**config.mk**
```make
export PLATFORM = sky130hd
export DESIGN_NAME = alu_arbiter
export DESIGN_NICKNAME = d
export VERILOG_FILES = /design/src/rtl/alu_pkg.sv /design/src/rtl/rr_grant.sv /design/src/rtl/alu_arbiter.sv
export SDC_FILE = /design/constraint.sdc
export NUM_CORES = 1
export LEC_CHECK = 0
export CAP_MARGIN = 20
export CORE_UTILIZATION = 44
export DETAILED_ROUTE_END_ITERATION = 12
export GPL_TIMING_DRIVEN = 0
export PLACE_DENSITY = 0.84
export RECOVER_POWER = 50
export SLEW_MARGIN = 20
export SYNTH_ARGS = -nofsm -noshare
export SYNTH_HDL_FRONTEND = slang
export SYNTH_HIERARCHICAL = 1
export SYNTH_SLANG_ARGS = --single-unit
export TNS_END_PERCENT = 20
```
**constraint.sdc**
```tcl
create_clock -name clk -period 4.6 [get_ports clk]
set_clock_uncertainty 0.15 [all_clocks]
set_input_delay 1.15 -clock clk [delete_from_list [all_inputs] [get_ports clk]]
set_output_delay 1.15 -clock clk [all_outputs]
set_load 0.01 [all_outputs]
```
**src/rtl/alu_pkg.sv**
```systemverilog
// Shared definitions for the ALU arbiter: operand width, op encoding and FSM states.
package alu_pkg;

    localparam int DATA_W = 4;
    localparam int OP_W   = 3;

    localparam logic [OP_W-1:0] OP_ADD  = 3'b000;
    localparam logic [OP_W-1:0] OP_SUB  = 3'b001;
    localparam logic [OP_W-1:0] OP_AND  = 3'b010;
    localparam logic [OP_W-1:0] OP_OR   = 3'b011;
    localparam logic [OP_W-1:0] OP_XOR  = 3'b100;
    localparam logic [OP_W-1:0] OP_SHL  = 3'b101;
    localparam logic [OP_W-1:0] OP_SHR  = 3'b110;
    localparam logic [OP_W-1:0] OP_PASS = 3'b111;

    typedef enum logic [1:0] {
        ST_IDLE  = 2'd0,
        ST_ISSUE = 2'd1,
        ST_RESP  = 2'd2
    } state_e;

endpackage

```
**src/rtl/rr_grant.sv**
```systemverilog
// Combinational round-robin picker: first asserted request at or after ptr_i, wrapping.
module rr_grant #(
    parameter int N  = 4,
    parameter int IW = $clog2(N)
) (
    input  logic [N-1:0]  req_i,
    input  logic [IW-1:0] ptr_i,
    output logic [N-1:0]  gnt_o,
    output logic [IW-1:0] idx_o,
    output logic          any_o
);

    logic [IW:0] pos;

    always_comb begin
        gnt_o = '0;
        idx_o = '0;
        any_o = 1'b0;
        pos   = '0;
        for (int k = 0; k < N; k++) begin
            pos = {1'b0, ptr_i} + (IW+1)'(k);
            if (pos >= (IW+1)'(N)) pos = pos - (IW+1)'(N);
            if (!any_o && req_i[pos[IW-1:0]]) begin
                any_o                 = 1'b1;
                idx_o                 = pos[IW-1:0];
                gnt_o[pos[IW-1:0]]    = 1'b1;
            end
        end
    end

endmodule

```
**src/rtl/alu_arbiter.sv**
```systemverilog
// Shares one external combinational ALU among NUM_REQ requesters; round-robin grant,
// registered operands, captured result returned with the requester ID.
//
// state    | meaning
// ST_IDLE  | waiting for a request; grant offered combinationally on req_ready
// ST_ISSUE | operands registered onto the ALU, result settling
// ST_RESP  | response held on rsp_* until rsp_ready
module alu_arbiter #(
    parameter int NUM_REQ = 4,
    parameter int DATA_W  = alu_pkg::DATA_W,
    parameter int ID_W    = $clog2(NUM_REQ)
) (
    input  logic                          clk,
    input  logic                          rst_n,
    input  logic [NUM_REQ-1:0]            req_valid,
    output logic [NUM_REQ-1:0]            req_ready,
    input  logic [NUM_REQ*DATA_W-1:0]     req_a,
    input  logic [NUM_REQ*DATA_W-1:0]     req_b,
    input  logic [NUM_REQ*alu_pkg::OP_W-1:0] req_sel,
    output logic [DATA_W-1:0]             alu_a,
    output logic [DATA_W-1:0]             alu_b,
    output logic [alu_pkg::OP_W-1:0]      alu_sel,
    input  logic [DATA_W-1:0]             alu_result,
    output logic                          rsp_valid,
    input  logic                          rsp_ready,
    output logic [DATA_W-1:0]             rsp_data,
    output logic [ID_W-1:0]               rsp_id,
    output logic                          rsp_zero,
    output logic                          busy,
    output logic [15:0]                   op_count
);
    import alu_pkg::*;

    state_e              state_q;
    logic [ID_W-1:0]     rr_ptr_q;
    logic [ID_W-1:0]     gid_q;
    logic [DATA_W-1:0]   alu_a_q, alu_b_q;
    logic [OP_W-1:0]     alu_sel_q;
    logic                rsp_valid_q;
    logic [DATA_W-1:0]   rsp_data_q;
    logic [ID_W-1:0]     rsp_id_q;
    logic                rsp_zero_q;
    logic [15:0]         op_count_q;

    logic [NUM_REQ-1:0]  gnt;
    logic [ID_W-1:0]     gnt_idx;
    logic                any_valid;
    logic [DATA_W-1:0]   alu_a_d, alu_b_d;
    logic [OP_W-1:0]     alu_sel_d;

    rr_grant #(.N(NUM_REQ), .IW(ID_W)) u_rr_grant (
        .req_i (req_valid),
        .ptr_i (rr_ptr_q),
        .gnt_o (gnt),
        .idx_o (gnt_idx),
        .any_o (any_valid)
    );

    // One-hot grant selects the winner's operand slices
    always_comb begin
        alu_a_d   = '0;
        alu_b_d   = '0;
        alu_sel_d = '0;
        for (int i = 0; i < NUM_REQ; i++) begin
            if (gnt[i]) begin
                alu_a_d   = req_a[i*DATA_W +: DATA_W];
                alu_b_d   = req_b[i*DATA_W +: DATA_W];
                alu_sel_d = req_sel[i*OP_W +: OP_W];
            end
        end
    end

    assign req_ready = (rst_n && state_q == ST_IDLE) ? gnt : '0;

    always_ff @(posedge clk or negedge rst_n) begin
        if (!rst_n) begin
            state_q     <= ST_IDLE;
            rr_ptr_q    <= '0;
            gid_q       <= '0;
            alu_a_q     <= '0;
            alu_b_q     <= '0;
            alu_sel_q   <= '0;
            rsp_valid_q <= 1'b0;
            rsp_data_q  <= '0;
            rsp_id_q    <= '0;
            rsp_zero_q  <= 1'b0;
            op_count_q  <= '0;
        end else begin
            case (state_q)
                ST_IDLE: begin
                    if (any_valid) begin
                        alu_a_q   <= alu_a_d;
                        alu_b_q   <= alu_b_d;
                        alu_sel_q <= alu_sel_d;
                        gid_q     <= gnt_idx;
                        state_q   <= ST_ISSUE;
                    end
                end
                ST_ISSUE: begin
                    rsp_data_q  <= alu_result;
                    rsp_zero_q  <= (alu_result == '0);
                    rsp_id_q    <= gid_q;
                    rsp_valid_q <= 1'b1;
                    state_q     <= ST_RESP;
                end
                ST_RESP: begin
                    // Pointer moves only on completion, so a stalled response keeps fairness order
                    if (rsp_ready) begin
                        rsp_valid_q <= 1'b0;
                        rr_ptr_q    <= (gid_q == ID_W'(NUM_REQ-1)) ? '0 : gid_q + 1'b1;
                        op_count_q  <= op_count_q + 16'd1;
                        state_q     <= ST_IDLE;
                    end
                end
                default: state_q <= ST_IDLE;
            endcase
        end
    end

    assign alu_a     = alu_a_q;
    assign alu_b     = alu_b_q;
    assign alu_sel   = alu_sel_q;
    assign rsp_valid = rsp_valid_q;
    assign rsp_data  = rsp_data_q;
    assign rsp_id    = rsp_id_q;
    assign rsp_zero  = rsp_zero_q;
    assign busy      = (state_q != ST_IDLE);
    assign op_count  = op_count_q;

endmodule

```
== Yosys cells after proc, flatten, opt, wreduce, memory -nomap -nowiden ==
Cells that the tools add are included.
Storage, ports and cells
  bits in registers: 41
  logic and storage cells: 110
Operators by class
  muxes and demuxes: 51
  bitwise logic cells: 3
  $lt $le $gt $ge: 12
  add/sub/neg operators: 9
  reductions and logical operators: 19
  equality and inequality tests: 5
Operators with widths (number)
  $mux W4: 13
  $mux W2: 11
  $add A16 B1 Y16 const B: 1
  $mux W1: 13
  $lt A2 B3 Y1 const B: 4
  $mux W3: 4
  $or A4 B4 Y4: 3
  $ge A3 B3 Y1 const B: 3
  $bmux W1 S2: 4
  $demux W1 S2: 4
  $ge A2 B1 Y1 const B: 4
  $logic_and A1 B1 Y1: 8
  $reduce_and A2 Y1: 4
  $sub A2 B1 Y2 const B: 4
  $add A2 B2 Y3 const B: 2
  $pmux W2 S3: 1
  $eq A2 B2 Y1 const B: 2
  $logic_not A4 Y1: 1
  $ne A2 B2 Y1 const B: 2
  $reduce_bool A2 Y1: 2
  $add A2 B1 Y3 const B: 1
  $ge A2 B3 Y1 const B: 1
  $logic_not A1 Y1: 3
  $add A2 B1 Y2 const B: 1
  3 further kinds: 3

== Logic depth before layout (Yosys ltp) ==
Gate-level depths: netlist of the first run.
  word-level depth: 18
  mapped depth: 13
  depth with buffers taken out: 10

== By module ==
The synthesis of the first run kept the hierarchy.
Modules (own cells, without submodules)
  alu_arbiter: instances 1, area each 2031.9 sq um, cells an instance 215, seq. area each 1026.0 sq um
  rr_grant: instances 1, area each 419.2 sq um, cells an instance 45, seq. area each 0.0 sq um

== Worst setup path after synthesis of the first run ==
Ideal clock, no wire load.
  path kind: input-to-output
  start: input req_valid[2]
  end: output req_ready[3]
  slack: 0.379 ns
  stages on the path: 7
  data required time: 3.300 ns
  data arrival time: 2.921 ns
  path through: mux4_2 -> buf_6 -> and2b_2 -> a22oi_1 -> o21ai_0 -> clkbuf_1 -> and3_1
On the way
  longest elaborated chain between the ends: 13
  elaborated cells between the ends (all ways): 25
  those cells by class: mux: 16; bitwise: 3; reduce/logical: 6
RTL lines
  from (decl): line alu_arbiter.sv:15  | input logic [NUM_REQ-1:0] req_valid,
  $bmux W1 S2: line rr_grant.sv:23  | if (!any_o && req_i[pos[IW-1:0]]) begin
  $mux W1 (implied by the code): line rr_grant.sv:23
  $mux W1: line rr_grant.sv:23
  $logic_not A1 Y1: line rr_grant.sv:23
  $logic_and A1 B1 Y1: line rr_grant.sv:23
  $mux W1: line rr_grant.sv:23
  $logic_not A1 Y1: line rr_grant.sv:23
  $logic_and A1 B1 Y1: line rr_grant.sv:23
  $mux W1: line rr_grant.sv:23
  $logic_not A1 Y1: line rr_grant.sv:23
  $logic_and A1 B1 Y1: line rr_grant.sv:23
  $mux W4 (*): line rr_grant.sv:23
  named net gnt[3]: line alu_arbiter.sv:45  | logic [NUM_REQ-1:0] gnt;
  $mux W4 (*): line alu_arbiter.sv:73  | assign req_ready = (rst_n && state_q == ST_IDLE) ? gnt : '0;
  to (decl): line alu_arbiter.sv:16  | output logic [NUM_REQ-1:0] req_ready,
The timed path passes the listed nets; every way through them passes the cells marked *. The select of a mux whose other input is x is not followed.

== Worst setup path in the final report of the first run ==
  start: input req_valid[1]
  end: output req_ready[2]
The elaborated chain is that of the path after synthesis.

==> impl_metrics.ini, run 1 <==
[routing]
dr.pass1.iters = 4
ant_nets = 0
vias = 2471
vias_per_cell = 5.38
wirelength_microns = 6870
drc = 0
wl_per_cell_microns = 15.0
drt_iter0_drc = 144

[die]
die_h_microns = 76.6
start_util_pct = 46.8
rows = 26
dieArea_sq_um = 5870
design.portCount = 95
core_area_sq_um = 5240
die_width_microns = 76.6

[worst_setup_path]
endpoint = req_ready[2]
cp-start-kind = primary input
reg2reg_depth = 24
r2r_start = rr_ptr_q[1]
required_ps = 3300
worstPathArrival_ps = 3220
timing.rr.end = alu_sel[0]
reg2reg_setup_slack_ps = 280
critPathMaxFanout = 10
crit_path_start = req_valid[1]
critical_path.endpoint_type = output pin
critical_path_class = in2out

[clock_tree]
clockRootBuffer = clkbuf_8
clkLatencyLatePin_ps = 280
tritoncts = built
cts_buffers = 5
clock_path_buffers = 2
path_clk_slew_ps = 70
htreeDepth = 2
cts_hold_buf = 0
cts_sinks = 41

[final_layout]
fillCellCount = 427
multi_input_area_sq_um = 1280
layout-drive-gt1-share_pct = 16.7
final_area_sq_um = 3770
layout.nets = 451
register_area_sq_um = 1030
antenna_cells = 0
areaGrowthSynthToFinish_pct = 54.0

[sta]
fin_ws_ps = 79.3
rsz0062_at_grt = no
worst_pin_slew_ps = 1460
fin_crit_ps = 4520
slew_viol_final = 0
slew_headroom_pct = 2.55
fmax_mhz = 221
setup_viol = 0
fin_crit_sh_pct = 98.3
hold_viol_final = 0

[synthesis]
ys.flop_type = dfrtp_1
yosysMostFrequentCell = dfrtp_1
ys_ff_latch = 41
synth.area.top_cells = dfrtp_1 (42%), o21ai_0 (5.9%), a22oi_1 (5.8%), nand2_1 (5.8%), a21oi_1 (4.7%)
yosys.cell_types.count = 35
syn-num-nets = 322
synth.largest_area_cell = dfrtp_1
synthTopCellsByCount = dfrtp_1 (41), nand2_1 (38), o21ai_0 (29)
ys_seq_area_share_pct = 41.9
avgSynthCellArea_sq_um = 9.43
synth_top_area_share_pct = 41.9
synth.cell_area_sq_um = 2450
ys_warn_count = 6
synth_cells = 260
synth_edf_count = 0
async_flop_share_pct = 100

[global_routing]
antenna_found_initial = 0
track_usage_pct = 24.5
grt_pass1_wl_microns = 11500
grt_pass1_vias = 2453
grt_max_degree = 29
overflow = 0

[power_and_ir_drop]
power.leakage_nw = 1.71
powerDensity_nw_per_um2 = 657
max-vdd-ir-drop_mv = 0.437

[placed_design]
placed_cell_area_sq_um = 3490
gp_congestion = 0.878
dpl_worst_slack_ps = -988
hpwl_microns = 4870
io_buffer_count = 94

[hold_path]
hp-class = reg2reg

[status]
status = completed

[job]
maxCapViolCount = 0
-- what timing repair did --
item	in CTS	in global routing
pin swaps	3	3
setup buffers	23	4
resized for setup	31	12
endpoints found under the setup margin	4	6
-- final cells by class --
type | count | share of cell area (%)
multi-input combinational | 187 | 33.8
tap | 70 | 2.32
clock buffer | 7 | 2.29
sequential | 41 | 27.2
buffer | 14 | 2.72
timing repair buffer | 122 | 29.9
inverter | 18 | 1.79
-- flip-flops by register name, indices dropped and copies added (netlist names) --
signal and flops:
gid_q 2, rr_ptr_q 2, alu_a 4, state_q 2, rsp_zero 1, op_count 16, alu_b 4, rsp_data 4
rsp_id 2, rsp_valid 1, alu_sel 3
-- cells in the final DEF (no fill, tap or decap), types with 2 or more instances in the layout --
cell	n
a21oi_1	23
a22oi_1	17
a22oi_2	2
and3_1	7
buf_4	28
buf_6	2
clkbuf_1	10
clkbuf_2	2
clkbuf_8	9
clkdlybuf4s15_1	2
clkdlybuf4s50_1	80
dfrtp_1	41
dlygate4sd2_1	3
dlygate4sd3_1	5
ha_1	7
inv_1	18
mux2_2	10
mux4_2	4
nand2_1	38
nand2b_1	2
nand3_1	7
nand4_1	2
nor2_1	6
nor3_1	3
nor4_1	2
o21ai_0	23
o21ai_1	3
o21ai_2	3
o31ai_1	2
xnor2_1	8
xor2_1	7
-- stage by stage --
step	total power [mW]	setup TNS, ps	utilization [%]	cells	hold WS (ps)
2_1_floorplan	1.43	0	-	260	321
5_1_grt	2.67	0	72.1	459	362
3_3_place_gp	1.87	-3390	66.4	424	309
6_report	2.48	0	72.1	459	338
4_1_cts	2.41	0	72.4	455	340
3_5_place_dp	1.92	-3610	66.7	425	317
-- critical path, stage by stage --
cell and delay, ps:
dlygate4sd2_1 270, mux4_2 470, buf_6 160, nor4b_4 290, buf_4 170, a22oi_1 80
o21ai_2 90, clkbuf_8 150, and3_1 130, clkdlybuf4s15_1 240
-- logic make-up after synthesis --
kind of cell	share of synthesized area, %
buffers and inverters	5.87
and+or+nand+nor	16.2
muxes	8.98
DFF	41.9
AOI/OAI and AO/OA	18.1
adders and majority gates	3.57
xor gates and xnor gates	5.36
-- layer usage --
| metal | routed length (microns) | part of all wire (%) | GRT usage [%] | up-vias |
|---|---|---|---|---|
| met5 | 0 | 0 | 0 | - |
| met4 | 163 | 2.4 | 8.46 | 0 |
| met3 | 428 | 6.2 | 5.15 | 14 |
| met2 | 3390 | 49 | 41.2 | 108 |
| met1 | 2890 | 42 | 31.1 | 1167 |
| li1 | - | - | - | 1182 |
-- how the worst min path moves through the flow --
stage                  end  depth (start not counted)  startpoint  slack [ps]
2_1_floorplan  rr_ptr_q[0]                          1    gid_q[0]         320
3_3_place_gp     rsp_valid                          2   rsp_valid         310
3_5_place_dp     rsp_valid                          2   rsp_valid         320
4_1_cts           alu_b[3]                          2    alu_b[3]         340
5_1_grt          rsp_valid                          2   rsp_valid         360
6_report         rsp_valid                          2   rsp_valid         340
-- where the power goes --
part / leakage (nW) / switching [mW] / internal, mW
registers: 0.527 / 0.0970 / 0.484
clock network: 0.0443 / 0.113 / 0.119
logic: 1.13 / 0.814 / 0.852
Power figures use the tool's default switching activity.
==> inputs of run 2 (changes only) <==
--- a/config.mk
+++ b/config.mk
@@ -11,6 +11,7 @@
 export GPL_TIMING_DRIVEN = 0
 export PLACE_DENSITY = 0.84
 export RECOVER_POWER = 50
+export REMOVE_ABC_BUFFERS = 1
 export SLEW_MARGIN = 20
 export SYNTH_ARGS = -nofsm -noshare
 export SYNTH_HDL_FRONTEND = slang
==> run 2 against run 1 <==
Compared with the run above:
- cell area shrank 1.8%
- maximum frequency rose by 2.1%
- via count shrank 6.2%
- global-route usage is 0.73 points lower
- worst hold slack got worse by 16 ps
- combinational power is 13% lower
- wire length shrank 6.2%
- critical path type unchanged
- non-clock buffer count fell by 27
- critical endpoint is now req_ready[3]
- flip-flop and latch count unchanged
- largest power group unchanged
==> impl_metrics.ini, run 2 (synthesis gave the netlist of run 1 again) <==
[final_layout]
areaGrowthSynthToFinish_pct = 51.3
layout.nets = 425
register_area_sq_um = 1030
largest_reg_flops = 16
layout_commonest_cell = clkdlybuf4s50_1
layout-drive-gt1-share_pct = 14.6
layout_common_cells = clkdlybuf4s50_1 (79), dfrtp_1 (41), nand2_1 (38), o21ai_0 (25), a21oi_1 (23)
antenna_cells = 0
final_area_sq_um = 3710
multi_input_area_sq_um = 1330
fillCellCount = 401

[sta]
fin_crit_sh_pct = 96.2
slew_headroom_pct = 49.1
fmax_mhz = 226
setup_viol = 0
fin_crit_ps = 4430
rsz0062_at_grt = no
hold_viol_final = 0
worst_pin_slew_ps = 762
slew_viol_final = 0
setup_tns_ps = 0

[routing]
wl_per_cell_microns = 14.8
vias = 2318
wirelength_microns = 6440
dr.pass1.iters = 4
vias_per_cell = 5.34
drt_iter0_drc = 125
ant_nets = 0
drc = 0

[die]
dieArea_sq_um = 5870
start_util_pct = 46.8
die_width_microns = 76.6
core_area_sq_um = 5240
die_h_microns = 76.6
rows = 26
design.portCount = 95

[hold_path]
hp-class = reg2reg
hp-start = op_count[15]

[power_and_ir_drop]
p_int_mw = 1.40
power.leakage_nw = 1.65
powerDensity_nw_per_um2 = 648
combPwrFrac_pct = 60.5
swShare_pct = 41.6
p_clk_share_pct = 14.7
p_sw_uw = 999
pwr-share-seq_pct = 24.8
max-vdd-ir-drop_mv = 0.423

[global_routing]
grt_pass1_vias = 2428
overflow = 0
met2_usage_pct = 41.5
grt_pass1_wl_microns = 11100
top_usage_layer = met2
met3_usage_pct = 5.63
grt_max_degree = 35
track_usage_pct = 23.8
grtUsageMet1_pct = 28.0
antenna_found_initial = 0

[clock_tree]
clock_path_buffers = 2
cts_sinks = 41
clockRootBuffer = clkbuf_8
tritoncts = built
cts_buffers = 5
cts_hold_buf = 0
htreeDepth = 2
clkLatencyLatePin_ps = 290
path_clk_slew_ps = 90

[placed_design]
hpwl_microns = 4480
gp_congestion = 0.847
placed_cell_area_sq_um = 3450
io_buffer_count = 94

[worst_setup_path]
worstPathArrival_ps = 3130
worstPathCellList = dlygate4sd2_1 -> mux4_2 -> nor4b_4 -> buf_4 -> buf_4 -> a22oi_2 -> o21ai_2 -> and3_1 -> dlygate4sd2_1
critical_path_class = in2out
slowest_stage = mux4_2
reg2reg_setup_slack_ps = 1150
critPathTopFamily = buffers and inverters
crit_path_max_incr_delay_ps = 550
critPathMaxFanout = 6
cp.buffers_inverters = 4
crit_path_start = req_valid[2]
cp-start-kind = primary input
required_ps = 3300
r2r_start = rr_ptr_q[0]
critical_path.endpoint_type = output pin

[job]
maxCapViolCount = 0

[status]
status = completed
[run 2: cell types whose count changed in the layout (fill, tap and decap cells not counted), sizes merged, moves of 2 or more]
cell | previous run | this run
buf | 31 | 15
bufinv | 0 | 2
clkdlybuf4s15 | 3 | 1
clkbuf | 21 | 7
dlygate4sd2 | 3 | 5
[run 2: cell type report]
class	count	area share [%]
clock buffer	5	1.86
clock inverter	3	1.86
tap	70	2.36
multi-input combinational	188	35.9
timing repair buffer	109	28.6
inverter	18	1.82
sequential	41	27.7
[run 2: metrics by stage]
| step | hold slack [ps] | std cells | worst slack, ps | utilization [%] | power, mW |
|---|---|---|---|---|---|
| 6_report | 322 | 434 | 173 | 70.8 | 2.40 |
| 5_1_grt | 363 | 434 | 46.4 | 70.8 | 2.59 |
| 3_3_place_gp | 310 | 410 | -1980 | 65.0 | 1.80 |
| 4_1_cts | 329 | 432 | 12.7 | 70.8 | 2.40 |
| 2_1_floorplan | 324 | 246 | -342 | - | 1.37 |
| 3_5_place_dp | 316 | 413 | -877 | 65.9 | 1.88 |
[run 2: power groups by stage]
| stage | Clock, mW | Sequential, mW | Combinational [mW] |
|---|---|---|---|
| floorplan | 0 | 0.625 | 0.747 |
| global placement | 0 | 0.598 | 1.20 |
| detailed placement | 0 | 0.605 | 1.27 |
| CTS | 0.358 | 0.600 | 1.44 |
| global route | 0.372 | 0.619 | 1.60 |
| finish | 0.353 | 0.596 | 1.45 |
[run 2: repair_timing]
item	CTS	global route
setup endpoints to repair	4	3
resized for setup	18	4
setup buffers	10	2
pin swaps	7	0
cloned	1	0
[run 2: per-layer routing]
| metal | vias up | wire length (microns) |
|---|---|---|
| met1 | 1076 | 2630 |
| met5 | - | 0 |
| li1 | 1130 | - |
| met2 | 99 | 3270 |
| met3 | 13 | 423 |
| met4 | 0 | 113 |
[run 2: path summary, 6_finish.rpt]
check / to / depth (start not counted)
worst min-delay path: op_count[15] / 1
worst max-delay path: req_ready[3] / 9
worst max register to register: gid_q[1] / 9
max in group asynchronous: op_count[4] / 2
min in group asynchronous: op_count[5] / 1
worst min register to register: op_count[15] / 1
==> inputs of run 3 (changes only) <==
--- a/config.mk
+++ b/config.mk
@@ -12,7 +12,6 @@
 export PLACE_DENSITY = 0.84
 export RECOVER_POWER = 50
 export REMOVE_ABC_BUFFERS = 1
-export SLEW_MARGIN = 20
 export SYNTH_ARGS = -nofsm -noshare
 export SYNTH_HDL_FRONTEND = slang
 export SYNTH_HIERARCHICAL = 1
==> run 3 against run 2 <==
Compared with the run above:
- non-clock buffer count up 1
- global-route usage up 0.48 points
- combinational power about the same
- via count up 3.1%
- power up 0.29%
- cell count up 0.46%
- largest cell class unchanged
- largest power group unchanged
==> impl_metrics.ini, run 3 (synthesis gave the netlist of run 1 again) <==
[placed_design]
placed_cell_area_sq_um = 3440
io_buffer_count = 94
gp_congestion = 0.847
hpwl_microns = 4490

[die]
die_width_microns = 76.6
start_util_pct = 46.8
rows = 26
design.portCount = 95
dieArea_sq_um = 5870
core_area_sq_um = 5240
die_h_microns = 76.6

[power_and_ir_drop]
p_sw_mw = 1.01
swShare_pct = 41.9
p_clk_share_pct = 14.7
powerDensity_nw_per_um2 = 650
max-vdd-ir-drop_mv = 0.475
power.leakage_nw = 1.65
p_int_mw = 1.40
combPwrFrac_pct = 60.5
pwr-share-seq_pct = 24.9

[hold_path]
hp-class = reg2reg

[clock_tree]
clock_path_buffers = 2
path_clk_slew_ps = 90
cts_sinks = 41
cts_hold_buf = 0
clockRootBuffer = clkbuf_8
tritoncts = built
clkLatencyLatePin_ps = 290
htreeDepth = 2
cts_buffers = 5

[worst_setup_path]
worstPathArrival_ps = 3200
critical_path_class = in2out
critPathMaxFanout = 6
critical_path.endpoint_type = output pin
cp-start-kind = primary input
required_ps = 3300

[sta]
fin_crit_ps = 4500
fmax_mhz = 222
setup_viol = 0
rsz0062_at_grt = no
hold_viol_final = 0
slew_headroom_pct = 49.2
worst_pin_slew_ps = 760
fin_crit_sh_pct = 97.8
slew_viol_final = 0
setup_tns_ps = 0

[routing]
ant_nets = 0
dr.pass1.iters = 4
wl_per_cell_microns = 15.3
drt_iter0_drc = 150
vias_per_cell = 5.48
wirelength_microns = 6660
drc = 0
vias = 2391

[final_layout]
layout.nets = 427
antenna_cells = 0
areaGrowthSynthToFinish_pct = 51.4
largest_reg_flops = 16
register_area_sq_um = 1030
final_area_sq_um = 3710
layout-drive-gt1-share_pct = 14.8
layout_common_cells = clkdlybuf4s50_1 (80), dfrtp_1 (40), nand2_1 (38), o21ai_0 (25), a21oi_1 (23)
layout_commonest_cell = clkdlybuf4s50_1
fillCellCount = 409
multi_input_area_sq_um = 1330

[global_routing]
grt_pass1_vias = 2389
overflow = 0
grt_pass1_wl_microns = 11300
antenna_found_initial = 0
grt_max_degree = 38
track_usage_pct = 24.2

[job]
maxCapViolCount = 0

[status]
status = completed
[run 3: cell count changes in the layout (fill, tap and decap cells not counted), sizes merged]
cell	change
clkbuf	-1
o21ai	+1
dlymetal6s2s	-1
dlygate4sd2	+2
dlygate4sd3	-1
clkdlybuf4s50	+1
buf	+1
[run 3: routing by layer]
| layer | share of wire, % | vias to the layer above | GRT usage [%] |
|---|---|---|---|
| met1 | 40 | 1128 | 29.7 |
| met2 | 51 | 117 | 41.9 |
| met3 | 7.7 | 10 | 5.27 |
| li1 | - | 1136 | - |
| met5 | 0 | - | 0 |
| met4 | 1.3 | 0 | 8.46 |
[run 3: critical path, stage by stage]
cell,delay [ps]
dlygate4sd2_1,290
mux4_2,560
nor4b_4,310
buf_4,170
buf_4,110
a22oi_1,80
o21ai_2,100
and3_1,170
dlygate4sd2_1,270
[run 3: power by group through the flow]
stage	Sequential, mW	Combinational [mW]	Clock (mW)
after floorplan	0.625	0.747	0
after global placement	0.598	1.20	0
after detailed placement	0.605	1.26	0
after CTS	0.600	1.44	0.357
after global routing	0.622	1.60	0.371
final	0.599	1.46	0.353
[run 3: per-stage QoR]
step / worst slack, ps / hold slack [ps] / std cells / util [%] / total power [mW]
after floorplan: -342 / 324 / 246 / - / 1.37
after global placement: -1980 / 310 / 410 / 65.0 / 1.80
after detailed placement: -863 / 316 / 413 / 65.7 / 1.87
after CTS: 134 / 329 / 436 / 71.1 / 2.40
after global routing: 8.00 / 359 / 436 / 70.8 / 2.59
final: 102 / 322 / 436 / 70.8 / 2.41
[run 3: final timing paths]
path,from,endpoint,slack (ps),depth (start not counted)
worst min register to register,op_count[15],op_count[15],320,1
worst max-delay path,req_valid[2],req_ready[0],100,9
min in group asynchronous,rst_n,op_count[12],650,1
max in group asynchronous,rst_n,rr_ptr_q[0],3070,2
worst min-delay path,op_count[15],op_count[15],320,1
worst max register to register,rr_ptr_q[1],alu_b[1],1180,14
[run 3: cell type report]
type,count,share of cell area [%]
Clock buffer,5,1.85
Clock inverter,3,1.85
Inverter,18,1.82
Multi-Input combinational cell,189,35.8
Sequential cell,41,27.7
Tap cell,70,2.36
Timing Repair Buffer,110,28.6
[run 3: timing repair]
action / 4_1_cts / 5_1_grt
cloned: 2 / 0
gates resized for setup: 21 / 1
endpoints found under the hold margin: 0 / 0
pin swaps: 4 / 0
buffers inserted: 13 / 0
setup endpoints to repair: 4 / 1
